File: config.mk
export PLATFORM = sky130hd
export DESIGN_NAME = vid_text_fetch
export DESIGN_NICKNAME = d
export VERILOG_FILES = /design/src/rtl/vid_text_fetch.sv
export SDC_FILE = /design/constraint.sdc
export NUM_CORES = 1
export LEC_CHECK = 0
export BUFFER_PORTS_ARGS = -buffer_cell sky130_fd_sc_hd__buf_2
export CAP_MARGIN = 20
export CELL_PAD_IN_SITES_DETAIL_PLACEMENT = 1
export CELL_PAD_IN_SITES_GLOBAL_PLACEMENT = 2
export CORE_MARGIN = 2
export CORE_UTILIZATION = 41
export CTS_CLUSTER_DIAMETER = 200
export CTS_CLUSTER_SIZE = 24
export DETAILED_ROUTE_END_ITERATION = 10
export PLACE_DENSITY = 0.79
export SLEW_MARGIN = 20
export SYNTH_ARGS = -nofsm -noshare
export SYNTH_HDL_FRONTEND = slang
export SYNTH_SLANG_ARGS = --single-unit
export TNS_END_PERCENT = 20
File: constraint.sdc
create_clock -name clk -period 3.8 [get_ports clk]
set_input_delay 0.38 -clock clk [delete_from_list [all_inputs] [get_ports clk]]
set_output_delay 0.38 -clock clk [all_outputs]
set_load 0.005 [all_outputs]
File: src/rtl/vid_text_fetch.sv
// Character-row fetch sequencer: reads char/attribute pairs from the screen
// RAM video port for one row and delivers paired cells through a small FIFO.
module vid_text_fetch (
  input  logic       clk,
  input  logic       rst_n,
  input  logic       req_stb,
  input  logic [4:0] req_y,
  input  logic       abort,
  output logic       busy,
  output logic [5:0] vp_x,
  output logic [4:0] vp_y,
  output logic       vp_sel,
  input  logic [7:0] vp_data,
  output logic       out_valid,
  input  logic       out_ready,
  output logic [7:0] out_char,
  output logic [3:0] out_attr,
  output logic [5:0] out_x,
  output logic       out_last
);

  localparam int unsigned COLS  = 48;
  localparam int unsigned ROWS  = 28;
  localparam int unsigned LAT   = 3;
  localparam int unsigned DEPTH = 4;
  localparam int unsigned CNT_W = 3;
  localparam logic [5:0]  LAST_X = 6'(COLS - 1);
  localparam logic [4:0]  LAST_Y = 5'(ROWS - 1);

  typedef enum logic [1:0] {IDLE, ISSUE_C, ISSUE_A, DRAIN} state_t;

  typedef struct packed {
    logic [7:0] ch;
    logic [3:0] attr;
    logic [5:0] x;
    logic       last;
  } cell_t;

  state_t           state;
  logic             rst_seen;
  logic             issue_vld;
  logic [CNT_W-1:0] inflight;
  logic [CNT_W-1:0] cnt;
  cell_t            mem [DEPTH];
  logic [LAT-1:0]   pipe_vld;
  logic [LAT-1:0]   pipe_sel;
  logic [5:0]       pipe_x [LAT];
  logic [7:0]       hold_char;

  logic             pop;
  logic             ret_c;
  logic             ret_a;
  logic             credit;
  logic             accept;
  logic             issue_c;
  logic [CNT_W-1:0] inflight_nx;
  logic [CNT_W-1:0] cnt_nx;
  logic [1:0]       push_idx;

  // Handshake, return decode, credit and next-count helpers.
  assign pop         = out_valid & out_ready;
  assign ret_c       = pipe_vld[LAT-1] & ~pipe_sel[LAT-1];
  assign ret_a       = pipe_vld[LAT-1] &  pipe_sel[LAT-1];
  assign credit      = ({1'b0, cnt} + {1'b0, inflight}) < 4'(DEPTH);
  assign accept      = (state == IDLE) & req_stb & (req_y <= LAST_Y) & rst_seen & ~abort;
  assign issue_c     = accept | ((state == ISSUE_C) & credit & ~abort);
  assign inflight_nx = inflight + CNT_W'(issue_c) - CNT_W'(ret_a);
  assign cnt_nx      = cnt + CNT_W'(ret_a) - CNT_W'(pop);
  assign push_idx    = pop ? 2'(cnt - 3'd1) : 2'(cnt);

  // The first char read is launched on acceptance so it appears the cycle after
  // the request; vp_* therefore always shows the read issued this cycle.
  always_ff @(posedge clk or negedge rst_n) begin
    if (!rst_n) begin
      state     <= IDLE;
      busy      <= 1'b0;
      vp_x      <= '0;
      vp_y      <= '0;
      vp_sel    <= 1'b0;
      issue_vld <= 1'b0;
      inflight  <= '0;
      rst_seen  <= 1'b0;
    end else begin
      rst_seen  <= 1'b1;
      issue_vld <= 1'b0;
      if (abort) begin
        state    <= IDLE;
        busy     <= 1'b0;
        inflight <= '0;
      end else begin
        inflight <= inflight_nx;
        case (state)
          IDLE: begin
            if (accept) begin
              vp_x      <= '0;
              vp_y      <= req_y;
              vp_sel    <= 1'b0;
              issue_vld <= 1'b1;
              busy      <= 1'b1;
              state     <= ISSUE_A;
            end
          end
          ISSUE_C: begin
            if (credit) begin
              vp_x      <= vp_x + 6'd1;
              vp_sel    <= 1'b0;
              issue_vld <= 1'b1;
              state     <= ISSUE_A;
            end
          end
          ISSUE_A: begin
            vp_sel    <= 1'b1;
            issue_vld <= 1'b1;
            state     <= (vp_x == LAST_X) ? DRAIN : ISSUE_C;
          end
          DRAIN: begin
            if ((inflight_nx == '0) && (cnt_nx == '0)) begin
              state <= IDLE;
              busy  <= 1'b0;
            end
          end
          default: state <= IDLE;
        endcase
      end
    end
  end

  // Return pipeline tags each issued read so only real reads are captured.
  always_ff @(posedge clk or negedge rst_n) begin
    if (!rst_n) begin
      pipe_vld  <= '0;
      pipe_sel  <= '0;
      hold_char <= '0;
      for (int i = 0; i < int'(LAT); i++) pipe_x[i] <= '0;
    end else begin
      if (abort) begin
        pipe_vld <= '0;
      end else begin
        pipe_vld <= {pipe_vld[LAT-2:0], issue_vld};
      end
      pipe_sel  <= {pipe_sel[LAT-2:0], vp_sel};
      pipe_x[0] <= vp_x;
      for (int i = 1; i < int'(LAT); i++) pipe_x[i] <= pipe_x[i-1];
      if (ret_c) hold_char <= vp_data;
    end
  end

  // Shift FIFO: entry 0 is always the head, so outputs come straight from flops.
  always_ff @(posedge clk or negedge rst_n) begin
    if (!rst_n) begin
      cnt       <= '0;
      out_valid <= 1'b0;
      for (int i = 0; i < int'(DEPTH); i++) mem[i] <= '0;
    end else if (abort) begin
      cnt       <= '0;
      out_valid <= 1'b0;
    end else begin
      cnt       <= cnt_nx;
      out_valid <= (cnt_nx != '0);
      if (pop) begin
        for (int i = 0; i < int'(DEPTH) - 1; i++) mem[i] <= mem[i+1];
      end
      if (ret_a) begin
        mem[push_idx] <= '{ch: hold_char, attr: vp_data[3:0], x: pipe_x[LAT-1],
                           last: (pipe_x[LAT-1] == LAST_X)};
      end
    end
  end

  assign out_char = mem[0].ch;
  assign out_attr = mem[0].attr;
  assign out_x    = mem[0].x;
  assign out_last = mem[0].last;

endmodule

==> results of run 1 <==
routing by layer:
metal / track usage / vias to the layer above
li1: - / 1662
met1: 0.252 / 1961
met2: 0.314 / 58
met3: 0.0493 / 23
met4: 0.0690 / 0
met5: 0 / -
metrics by stage:
| stage | utilization | setup WS [ns] | instances | power (uW) |
|---|---|---|---|---|
| after floorplan | - | 0.750 | 434 | 2950 |
| final | 0.482 | 0.454 | 666 | 4960 |
| after detailed placement | 0.436 | 0.380 | 634 | 3270 |
| after global routing | 0.482 | 0.187 | 666 | 5270 |
| after CTS | 0.482 | 0.402 | 666 | 5030 |
| after global placement | 0.436 | 0.617 | 634 | 3190 |
worst max-delay path: cells and delay by family (launching register included):
family | cells | cell delay [ns]
AND/OR/NAND/NOR | 3 | 0.72
buffers and inverters | 3 | 0.29
adder cells (fa/ha/maj) | 4 | 1.01
XOR/XNOR | 2 | 0.32
AO/OA/AOI/OAI | 2 | 0.48
flip-flops | 1 | 0.43
placed cells by master, fill, tap and decap left out, types with 3 or more instances in the layout:
cell / n
buf_4: 10
and3_1: 5
clkbuf_16: 17
inv_1: 8
mux2_2: 23
xnor2_1: 3
clkinvlp_4: 4
a221o_1: 37
o22a_1: 18
nand4_1: 4
bufinv_16: 4
nand2_1: 8
and2b_1: 7
buf_2: 49
nor2_1: 9
nor2b_1: 40
dfrtp_1: 132
nand3_1: 13
o21a_1: 18
a21oi_1: 5
mux2_4: 10
ha_1: 7
nand4b_1: 3
synth_stat cells, types with 2 or more instances:
library cell | number | area, um^2
nand3_1 | 13 | 65.1
dfrtp_1 | 132 | 3300
a21oi_4 | 2 | 32.5
buf_6 | 6 | 67.6
nand2_2 | 2 | 12.5
a21oi_1 | 5 | 25.0
inv_1 | 8 | 30.0
clkbuf_1 | 4 | 15.0
nand2_1 | 8 | 30.0
o22a_1 | 18 | 158
nor2_1 | 9 | 33.8
and3_1 | 5 | 31.3
a221o_1 | 37 | 370
ha_1 | 7 | 87.6
and4_1 | 2 | 17.5
o21a_1 | 18 | 135
fa_1 | 2 | 40.0
inv_2 | 2 | 7.51
mux2_4 | 10 | 150
or3_1 | 2 | 12.5
buf_2 | 9 | 45.0
nor2b_1 | 40 | 250
buf_4 | 20 | 150
a21oi_2 | 2 | 17.5
xnor2_1 | 3 | 26.3
nand4b_1 | 3 | 26.3
nor3_4 | 2 | 32.5
mux2_2 | 23 | 259
and2b_1 | 7 | 52.6
a21o_1 | 2 | 15.0
o211ai_1 | 2 | 15.0
nand4_1 | 4 | 25.0
path summary, 6_finish.rpt:
path	startpoint	to	slack (ns)	cells after the start
setup / recovery	inflight[1]	busy	0.45	14
setup reg to reg	inflight[1]	busy	0.45	14
hold / removal	rst_n	hold_char[5]	-0.02	1
hold reg to reg	pipe_x[15]	pipe_x[9]	0.34	0
max in group asynchronous	rst_n	pipe_x[6]	2.90	2
min in group clk	vp_data[6]	hold_char[6]	0.19	2
cells by family (layout without fill, tap and decap cells):
group	Yosys count	in the layout	share of synthesized area
flops	132	132	0.572
simple gates	106	106	0.118
compound gates	96	96	0.147
buf+inv	51	103	0.0587
mux	34	34	0.0726
fa+ha+maj	9	9	0.0221
xor+xnor	5	5	0.00889
other cells	1	1	0.000650
power groups by stage:
stage,combinational (uW),clock [uW],sequential [uW]
floorplan,895,0,2050
global placement,1060,0,2130
detailed placement,1100,0,2160
CTS,1110,1770,2150
global route,1220,1840,2210
finish,1090,1740,2140
area by class of cell:
| type | count | area (um^2) | area share |
|---|---|---|---|
| multi-input combinational | 251 | 2130 | 0.320 |
| tap | 180 | 225 | 0.0338 |
| clock buffer | 20 | 457 | 0.0685 |
| clock inverter | 12 | 178 | 0.0267 |
| sequential | 132 | 3300 | 0.495 |
| inverter | 11 | 41.3 | 0.00619 |
| timing repair buffer | 60 | 332 | 0.0497 |
==> impl_metrics.py, run 1 <==
metrics = {
    "critical_path": {
        "cp_common_cell": "ha_1",
        "critPathRequiredTime_ns": 4.12,
        "crit_type": "flop to flop",
        "path_max_fanout": 8,
        "path_cells": "ha_1 > nor3_1 > nand3_1 > buf_4 > a21o_1 > ha_1 > inv_1 > ha_1 > inv_1 > fa_1 > xor2_1 > xnor2_1 > and4_1 > a311oi_1",
        "worstSetupStartpointType": "flop",
        "cpPeakStageDelay_ns": 0.43,
        "worst_path_max_delay_cell": "dfrtp_1",
        "cp-end-kind": "flop",
        "cp.arrival_ns": 3.66,
    },
    "global_route": {
        "grt-ovfl-total": 0,
        "grt_max_degree": 77,
        "track_usage": 0.194,
        "antenna_found_initial": 0,
        "grt_pass1_wl_um": 21900,
        "grt_pass1_vias": 3962,
    },
    "floorplanning": {
        "core_um2": 13800,
        "ios": 51,
        "rows": 43,
        "die_h_um": 123,
        "die_w_um": 123,
        "fp.dieArea_um2": 15000,
        "start_util": 0.418,
    },
    "detailed_routing": {
        "routed-wl-met2_um": 6570,
        "ant_nets": 0,
        "drc": 0,
        "drt_iter0_drc": 147,
        "drt_wl_total_um": 13300,
        "vias_per_cell": 5.56,
        "vias": 3704,
        "routedWlPerCell_um": 20.0,
        "top_layer": "met4",
        "met1_length_um": 6110,
        "route.met3.wl_um": 390,
        "drt_first_pass_iters": 4,
    },
    "power_and_ir_drop": {
        "p_leak_uw": 0.00314,
        "clockPowerShare": 0.350,
        "p_per_area_nw_per_um2": 745,
        "power.switching_uw": 1420,
        "ir_drop_v": 0.000339,
        "internal_power_uw": 3540,
        "pwr-share-comb": 0.219,
        "power_frac_seq": 0.431,
        "swShare": 0.287,
    },
    "placed_design": {
        "dpl_cell_area_um2": 6030,
        "port_buffers": 50,
        "dp.final_hpwl_um": 8270,
        "gp_congestion": 0.739,
    },
    "yosys": {
        "ys_ff_latch": 132,
        "synth_edf_count": 0,
        "syn-num-nets": 461,
        "async_flop_share": 1.00,
        "synth_warnings": 0,
        "syn_inst": 434,
        "ys_seq_area_frac": 0.572,
        "synthFlopType": "dfrtp_1",
        "synth_area_um2": 5770,
        "ys_types": 57,
        "synth.avg_cell_area_um2": 13.3,
    },
    "sta": {
        "slew_headroom": 0.297,
        "hold_slack_ns": -0.0198,
        "final_hold_viol_count": 19,
        "drv_slew": 0,
        "rsz0062_at_grt": "false",
        "skew_ns": 0.00901,
        "maxClockFrequency_mhz": 299,
        "setup_violations": 0,
        "tightest_slew_ns": 1.05,
        "setup-tns-final_ns": 0,
        "finalCritPeriodShare": 0.880,
        "min_period_ns": 3.35,
    },
    "clock_network": {
        "cts_setup_buffers": 0,
        "root_buffer": "clkbuf_16",
        "numCtsBuffers": 17,
        "ctsHoldBuffers": 0,
        "cts_sinks": 132,
        "clk_path_buf_depth": 2,
        "clk_pin_slew_worst_paths_ns": 0.06,
        "clock_latency_ns": 0.42,
        "cts_tree": "done",
        "htreeDepth": 4,
        "ctsResizeCount": 0,
    },
    "layout": {
        "num-fill-cells": 1437,
        "layout.nets": 500,
        "syn_to_final_growth_pct": 15.5,
        "stdcell_area_um2": 6670,
        "drive_above_1_share": 0.286,
        "diodes": 0,
    },
    "run": {
        "cap_violations": 0,
    },
    "min_path": {
        "hold_class": "primary input to async pin",
    },
    "outcome": {
        "failed_checks": "negative hold slack",
        "status": "finished, violations left",
    },
}
No activity file was read; power rests on OpenSTA's default activity.
==> run 2, diff against run 1 <==
--- a/config.mk
+++ b/config.mk
@@ -14,6 +14,7 @@
 export CTS_CLUSTER_DIAMETER = 200
 export CTS_CLUSTER_SIZE = 24
 export DETAILED_ROUTE_END_ITERATION = 10
+export HOLD_SLACK_MARGIN = 0.06
 export PLACE_DENSITY = 0.79
 export SLEW_MARGIN = 20
 export SYNTH_ARGS = -nofsm -noshare
==> run 2 against run 1 <==
Against the previous run:
- the flow now finishes without violations
- core utilization grew 0.072 points
- wire length is essentially flat
- setup slack is the same
- largest power group unchanged
==> impl_metrics.py, run 2 (synthesis gave the netlist of run 1 again) <==
metrics = {
    "layout": {
        "layout_commonest_cell": "dfrtp_1",
        "drive_above_1_share": 0.285,
        "syn_to_final_growth_pct": 15.6,
        "layout_common_cells": "dfrtp_1, buf_2, nor2b_1",
        "num-fill-cells": 1438,
        "diodes": 0,
        "multiInputGateArea_um2": 2130,
        "regArea_um2": 3300,
        "layout.nets": 501,
    },
    "detailed_routing": {
        "drt_iter0_drc": 151,
        "vias_per_cell": 5.56,
        "drc": 0,
        "vias": 3709,
        "drt_wl_total_um": 13300,
        "routedWlPerCell_um": 19.9,
        "ant_nets": 0,
        "drt_first_pass_iters": 4,
    },
    "critical_path": {
        "path_max_fanout": 8,
        "reg2reg_from": "inflight[1]",
        "cp.arrival_ns": 3.66,
        "crit_type": "flop to flop",
        "cp_common_cell": "ha_1",
        "path_cells": "ha_1 > nor3_1 > nand3_1 > buf_4 > a21o_1 > ha_1 > inv_1 > ha_1 > inv_1 > fa_1 > xor2_1 > xnor2_1 > and4_1 > a311oi_1",
        "cpPeakStageDelay_ns": 0.43,
        "ff2ff_setup_slack_ns": 0.45,
        "critPathTopFamily": "adder cells",
        "worstSetupStartpointType": "flop",
        "critPathRequiredTime_ns": 4.12,
        "worst_path_max_delay_cell": "dfrtp_1",
        "cp-startpoint": "inflight[1]",
        "cp-end-kind": "flop",
        "timing.critical_path.buf_inv": 3,
    },
    "global_route": {
        "grt_pass1_vias": 3962,
        "grt_pass1_wl_um": 21900,
        "track_usage": 0.194,
        "grt_max_degree": 77,
        "antenna_found_initial": 0,
        "grt-ovfl-total": 0,
    },
    "sta": {
        "setup_violations": 0,
        "maxClockFrequency_mhz": 299,
        "setup-tns-final_ns": 0,
        "skew_ns": 0.00901,
        "min_period_ns": 3.35,
        "final_hold_viol_count": 0,
        "rsz0062_at_grt": "false",
        "drv_slew": 0,
        "finalCritPeriodShare": 0.880,
        "tightest_slew_ns": 1.03,
        "slew_headroom": 0.310,
    },
    "clock_network": {
        "clk_pin_slew_worst_paths_ns": 0.06,
        "ctsHoldBuffers": 1,
        "clk_path_buf_depth": 2,
        "htreeDepth": 4,
        "root_buffer": "clkbuf_16",
        "cts_tree": "done",
        "numCtsBuffers": 17,
        "cts_setup_buffers": 0,
        "cts_sinks": 132,
        "ctsResizeCount": 0,
        "clock_latency_ns": 0.42,
    },
    "power_and_ir_drop": {
        "ir_drop_v": 0.000339,
        "p_per_area_nw_per_um2": 744,
        "p_total_uw": 4970,
        "pwr-share-comb": 0.220,
        "p_leak_uw": 0.00315,
        "internal_power_uw": 3540,
        "power.switching_uw": 1430,
        "clockPowerShare": 0.350,
        "power_frac_seq": 0.431,
        "swShare": 0.287,
    },
    "run": {
        "cap_violations": 0,
    },
    "min_path": {
        "hp-start": "vp_data[7]",
        "hold_class": "primary input to flop",
    },
    "floorplanning": {
        "rows": 43,
        "ios": 51,
        "die_h_um": 123,
        "die_w_um": 123,
        "start_util": 0.418,
        "core_um2": 13800,
        "fp.dieArea_um2": 15000,
    },
    "placed_design": {
        "gp_congestion": 0.739,
        "dp.final_hpwl_um": 8270,
        "port_buffers": 50,
    },
    "outcome": {
        "status": "completed",
    },
}
run 2: power by group through the flow:
stage	logic (uW)	clock network [uW]	registers (uW)
6_report	1090	1740	2140
5_1_grt	1220	1840	2210
4_1_cts	1110	1770	2150
3_5_place_dp	1100	0	2160
3_3_place_gp	1060	0	2130
2_1_floorplan	895	0	2050
run 2: worst paths after layout:
kind,end,depth (start not counted)
setup / recovery,busy,14
hold / removal,hold_char[7],2
setup reg to reg,busy,14
hold reg to reg,pipe_x[9],0
max in group asynchronous,pipe_x[6],3
min in group asynchronous,hold_char[5],2
run 2: layout make-up:
cell class,count,share of cell area
timing repair buffer,61,0.0512
clock inverter,12,0.0266
clock buffer,20,0.0684
inverter,11,0.00618
sequential,132,0.495
multi-input combinational,251,0.319
tap,180,0.0337
run 2: per-stage QoR:
stage | instances | utilization | setup WS, ns | hold WS (ns) | area (um^2)
6_report | 667 | 0.483 | 0.454 | 0.192 | 6680
5_1_grt | 667 | 0.483 | 0.187 | 0.175 | 6680
4_1_cts | 667 | 0.483 | 0.402 | 0.178 | 6680
3_5_place_dp | 634 | 0.436 | 0.380 | 0.336 | 6030
3_3_place_gp | 634 | 0.436 | 0.617 | 0.333 | 6030
2_1_floorplan | 434 | - | 0.750 | 0.0844 | 5770
run 2: metal layers:
| layer | vias up | part of all wire | global-route usage |
|---|---|---|---|
| li1 | 1668 | - | - |
| met1 | 1957 | 0.46 | 0.252 |
| met2 | 61 | 0.49 | 0.314 |
| met3 | 23 | 0.032 | 0.0493 |
| met4 | 0 | 0.017 | 0.0690 |
| met5 | - | 0 | 0 |
